===== src/rtl/twiddle_fetch.sv =====
// Twiddle-factor fetch sequencer: issues stage-strided ROM reads under credit control
// and streams the returned words through a FWFT FIFO. Optional TW_CONJ_EN conjugates on read.
`ifndef DATA_WIDTH
`define DATA_WIDTH 16
`endif

module twiddle_fetch #(
    parameter int DATA_WIDTH = `DATA_WIDTH,
    parameter int FIFO_DEPTH = 4
) (
    input  logic                    clk,
    input  logic                    rst,
    input  logic                    start,
    input  logic [2:0]              stage,
    output logic                    busy,
    output logic                    done,
    output logic                    rom_en,
    output logic [3:0]              rom_addr,
    input  logic [2*DATA_WIDTH-1:0] rom_data,
    output logic [2*DATA_WIDTH-1:0] tw_data,
    output logic                    tw_valid,
    input  logic                    tw_ready
);

    localparam int WW   = 2 * DATA_WIDTH;
    localparam int PW   = (FIFO_DEPTH > 1) ? $clog2(FIFO_DEPTH) : 1;
    localparam int CNTW = $clog2(FIFO_DEPTH + 1);
    localparam int OCCW = $clog2(FIFO_DEPTH + 3);

    localparam logic [1:0] ST_IDLE  = 2'd0;
    localparam logic [1:0] ST_FETCH = 2'd1;
    localparam logic [1:0] ST_DRAIN = 2'd2;

    logic [1:0]      state;
    logic [2:0]      stage_q;
    logic [3:0]      j;
    logic [3:0]      out_cnt;
    logic [1:0]      pipe;
    logic [CNTW-1:0] count;
    logic [PW-1:0]   wr_ptr;
    logic [PW-1:0]   rd_ptr;
    logic [WW-1:0]   mem [FIFO_DEPTH];

    logic [OCCW-1:0] occupancy;
    logic            credit_ok;
    logic            issue;
    logic            push;
    logic            pop;
    logic [3:0]      strided_addr;
    logic [WW-1:0]   head;

    // Requests in the ROM pipe already own a FIFO slot, so they count against the credit.
    assign occupancy    = OCCW'(count) + OCCW'(pipe[0]) + OCCW'(pipe[1]);
    assign credit_ok    = occupancy < OCCW'(FIFO_DEPTH);
    assign issue        = (state == ST_FETCH) && credit_ok;
    assign strided_addr = (j & (4'hF >> stage_q)) << stage_q;

    assign rom_en   = issue;
    assign rom_addr = issue ? strided_addr : 4'd0;
    assign busy     = (state != ST_IDLE);

    assign push     = pipe[1];
    assign tw_valid = (count != '0);
    assign pop      = tw_valid && tw_ready;
    assign done     = (state == ST_DRAIN) && pop && (out_cnt == 4'd15);

    // NOTE: sequential state uses non-blocking assignments so every flop samples
    // pre-edge values regardless of statement order.
    always_ff @(posedge clk) begin
        if (rst) begin
            state   <= ST_IDLE;
            stage_q <= 3'd0;
            j       <= 4'd0;
            out_cnt <= 4'd0;
            pipe    <= 2'b00;
        end else begin
            pipe <= {pipe[0], issue};
            case (state)
                ST_IDLE: begin
                    if (start) begin
                        state   <= ST_FETCH;
                        stage_q <= (stage > 3'd4) ? 3'd4 : stage;
                        j       <= 4'd0;
                        out_cnt <= 4'd0;
                    end
                end
                ST_FETCH: begin
                    if (issue) begin
                        j <= j + 4'd1;
                        if (j == 4'd15) begin
                            state <= ST_DRAIN;
                        end
                    end
                end
                ST_DRAIN: begin
                    if (done) begin
                        state <= ST_IDLE;
                    end
                end
                default: state <= ST_IDLE;
            endcase
            if (pop) begin
                out_cnt <= out_cnt + 4'd1;
            end
        end
    end

    always_ff @(posedge clk) begin
        if (rst) begin
            count  <= '0;
            wr_ptr <= '0;
            rd_ptr <= '0;
        end else begin
            if (push) begin
                wr_ptr <= (wr_ptr == PW'(FIFO_DEPTH - 1)) ? '0 : wr_ptr + 1'b1;
            end
            if (pop) begin
                rd_ptr <= (rd_ptr == PW'(FIFO_DEPTH - 1)) ? '0 : rd_ptr + 1'b1;
            end
            case ({push, pop})
                2'b10:   count <= count + 1'b1;
                2'b01:   count <= count - 1'b1;
                default: count <= count;
            endcase
            if (push) begin
                assert (count < CNTW'(FIFO_DEPTH))
                    else $error("twiddle_fetch: FIFO written while full");
            end
        end
    end

    // NOTE: storage has no reset; the count gates tw_valid, so stale entries are never seen.
    always_ff @(posedge clk) begin
        if (push) begin
            mem[wr_ptr] <= rom_data;
        end
    end

    assign head = mem[rd_ptr];

`ifdef TW_CONJ_EN
    logic [DATA_WIDTH-1:0] imag_neg;

    // NOTE: every always_comb output gets a default first so no latch is inferred.
    always_comb begin
        imag_neg = -head[DATA_WIDTH-1:0];
        if (head[DATA_WIDTH-1:0] == {1'b1, {(DATA_WIDTH-1){1'b0}}}) begin
            imag_neg = {1'b0, {(DATA_WIDTH-1){1'b1}}};
        end
    end

    assign tw_data = tw_valid ? {head[WW-1:DATA_WIDTH], imag_neg} : '0;
`else
    assign tw_data = tw_valid ? head : '0;
`endif

endmodule


===== config.mk =====
export PLATFORM = sky130hd
export DESIGN_NAME = twiddle_fetch
export DESIGN_NICKNAME = d
export VERILOG_FILES = /design/src/rtl/twiddle_fetch.sv
export SDC_FILE = /design/constraint.sdc
export NUM_CORES = 1
export LEC_CHECK = 0
export ABC_AREA = 1
export BUFFER_PORTS_ARGS = -buffer_cell sky130_fd_sc_hd__buf_2
export CAP_MARGIN = 10
export CORE_MARGIN = 2
export CORE_UTILIZATION = 42
export DETAILED_ROUTE_END_ITERATION = 16
export GPL_ROUTABILITY_DRIVEN = 0
export PLACE_DENSITY = 0.6
export SETUP_SLACK_MARGIN = 0.5
export SYNTH_ARGS = -nofsm -noshare
export SYNTH_HDL_FRONTEND = slang
export SYNTH_SLANG_ARGS = --single-unit

===== constraint.sdc =====
create_clock -name clk -period 2.3 [get_ports clk]
set_clock_uncertainty 0.05 [all_clocks]
set_input_delay 0.23 -clock clk [delete_from_list [all_inputs] [get_ports clk]]
set_output_delay 0.23 -clock clk [all_outputs]
set_load 0.02 [all_outputs]

==> flow_summary.toml <==
[clocking]
cts_sinks = 152
cts_tree = "done"
clock-root-buffer = "clkbuf_16"
numCtsBuffers = 17
clock_insertion_delay_worst_skew_ns = 0.43
cts.path.max_buffers = 2
clk_pin_slew_ns = 0.07
h-tree-depth = 4

[cells_and_area]
drive_gt1_frac = 0.450
antennaDiodeCount = 0
fin_nets = 770
instances_no_fill = 918
nFillCells = 1071
area_growth_pct = 52.7

[routing]
detail_route.wl_per_cell_um = 18.9
drtPass1Iterations = 4
drtIter0Drc = 310
antenna_left = 0
viasPerCell = 5.30
drc = 0
wl_mm = 17.3
vias = 4863

[sta]
worst_slew_pin_slew_ns = 0.390
period_share = 0.913
period_minus_slack_ns = 2.10
fmax_mhz = 476
rsz0062_at_grt = "true"
relSlewSlack = 0.740
finalHoldViolations = 0
finalSetupViolCount = 0
final_max_slew_viol_count = 0
setup_slack_ns = 0.199
setup_tns_ns = 0

[status]
status = "complete, no violations"

[worst_setup_path]
worstPathRequired_ns = 2.02
cp_max_fo = 8
arrival_ns = 1.82
cp_cell_sequence = "buf_6 -> buf_6 -> buf_12 -> nor2_4 -> nor2_2 -> o21ai_1 -> a21oi_2 -> buf_4"
crit_family = "buffers and inverters"
crit_top_cell = "buf_6"
path_class = "reg2out"
critical_path_buf_inv_count = 4
max_stage_delay_ns = 0.41
setup.worst_path.end_class = "output port"
slowest_stage = "dfxtp_4"
cp-start-kind = "flop"

[synthesis]
ys_top_cells_by_area = "edfxtp_1 62%, nor2_1 8.9%, dfxtp_1 7.7%"
synth_cell_types = 26
ys_warn_count = 0
synth_area_leader_cell = "edfxtp_1"
syn_area_per_cell_um2 = 11.3
synth_top_area_share = 0.617
synth_cells = 553
syn_area_um2 = 6230
synth_seq_cells = 152
synth_seq_area_share = 0.694
syn_nets = 602

[global_routing]
grt_pass1_wl_mm = 25.7
first_global_vias = 4853
antenna_found_initial = 0
grt.overflow.total = 0
track_usage = 0.214
grt_max_degree = 21

[die]
die_w_um = 126
boundaryPins = 79
rows = 44
core_um2 = 14500
die_h_um = 126
start_util = 0.429
dieArea_um2 = 15800

[power]
irDropWorstVdd_v = 0.000682
total_power_mw = 7.56
p_leak_nw = 3.48
cellPowerDensity_nw_per_um2 = 795

[place]
pre_cts_slack_ns = 0.348
io_buffers = 78
post-place-cells = 806
place_hpwl_mm = 8.06

[run]
max-cap-violations = 0

[hold_path]
min_path_type = "in2reg"
-- routing by layer --
| layer | share of wire | vias to the layer above | GRT usage |
|---|---|---|---|
| met3 | 0.045 | 29 | 0.0425 |
| met2 | 0.52 | 145 | 0.375 |
| met4 | 0.021 | 0 | 0.0692 |
| met1 | 0.42 | 2407 | 0.267 |
| li1 | - | 2282 | - |
| met5 | 0 | - | 0 |
-- stage by stage --
| stage | utilization | cell area, um^2 | hold WS [ns] |
|---|---|---|---|
| after global routing | 0.655 | 9510 | 0.0818 |
| after CTS | 0.613 | 8910 | 0.0422 |
| after global placement | 0.471 | 6850 | 0.379 |
| after floorplan | - | 6250 | 0.279 |
| final | 0.655 | 9510 | 0.0456 |
| after detailed placement | 0.471 | 6850 | 0.379 |
-- worst min-delay path, stage by stage --
cell and delay, ns:
buf_2 0.08, o21ai_0 0.07, a21oi_1 0.10
-- report_power, final --
part | internal, mW | total (mW) | switching, mW
Sequential | 3.03 | 3.07 | 0.0409
Clock | 1.62 | 2.81 | 1.19
Combinational | 0.789 | 1.67 | 0.884
Total | 5.44 | 7.56 | 2.12
-- cell usage after synthesis, drive strengths merged --
library cell  number
nor3b              1
fa                 1
o21ai             77
clkbuf             9
o211ai             1
a211oi             3
edfxtp           128
nand3             11
xor2               1
nor3               6
dfxtp             24
o211a              1
ha                 9
inv               34
or2                1
a21oi             52
nand2             29
buf               17
o21bai             1
nor2             147
-- cells in the final DEF (no fill, tap or decap), types with 3 or more instances in the layout --
cell,n
buf_12,13
dlygate4sd3_1,32
buf_4,43
dfxtp_4,3
nand2_1,22
nand3_1,9
inv_8,3
nor2_1,82
clkbuf_16,19
o21ai_1,37
nor2_2,30
edfxtp_1,128
buf_6,29
nor2_4,35
clkinv_1,3
dfxtp_1,18
a21oi_2,21
ha_1,6
o21ai_0,10
buf_2,41
nor3_1,4
dfxtp_2,3
inv_2,4
inv_6,4
buf_16,13
a21oi_4,8
clkinvlp_4,5
o21ai_2,29
inv_1,24
nand2_2,5
a21oi_1,23
-- final cells by class --
type	count	area, um^2	area share
clock buffers	17	425	0.0447
clock inverters	15	166	0.0175
inverters	34	141	0.0149
multi-input cells	342	2340	0.246
flip-flops and latches	152	4340	0.456
well taps	184	230	0.0242
repair buffers	174	1880	0.197
-- logic make-up (layout without fill, tap and decap cells) --
logic type | count (synthesis) | count (layout) | synth area share
and+or+nand+nor | 195 | 196 | 0.125
DFF | 152 | 152 | 0.694
AOI/OAI and AO/OA | 135 | 135 | 0.112
buffers and inverters | 60 | 240 | 0.0464
adders and majority gates | 10 | 10 | 0.0213
xor gates and xnor gates | 1 | 1 | 0.00141
-- registers in the layout (all words and copies together) (netlist names), named ones only --
register  count
state         2
count         3
stage_q       3
pipe          2
mem         128
rd_ptr        2
j             4
wr_ptr        2
out_cnt       4
-- worst paths after layout --
kind	to	cells past startpoint	startpoint	slack (ns)
max	tw_data[18]	8	flop	0.20
min	stage_q[2]	3	stage[2]	0.05
max reg2reg	count[1]	12	count[0]	0.41
min reg2reg	pipe[1]	2	pipe[0]	0.38
-- timing repair --
item                                    CTS  global route
pin swaps                                36            86
hold buffers                             32             0
resized for setup                       174           151
endpoints found under the setup margin   40            40
gates cloned                             15             2
setup buffers                            27             4
endpoints found under the hold margin   128             0
Note: power is estimated with default switching activity, not from simulation.
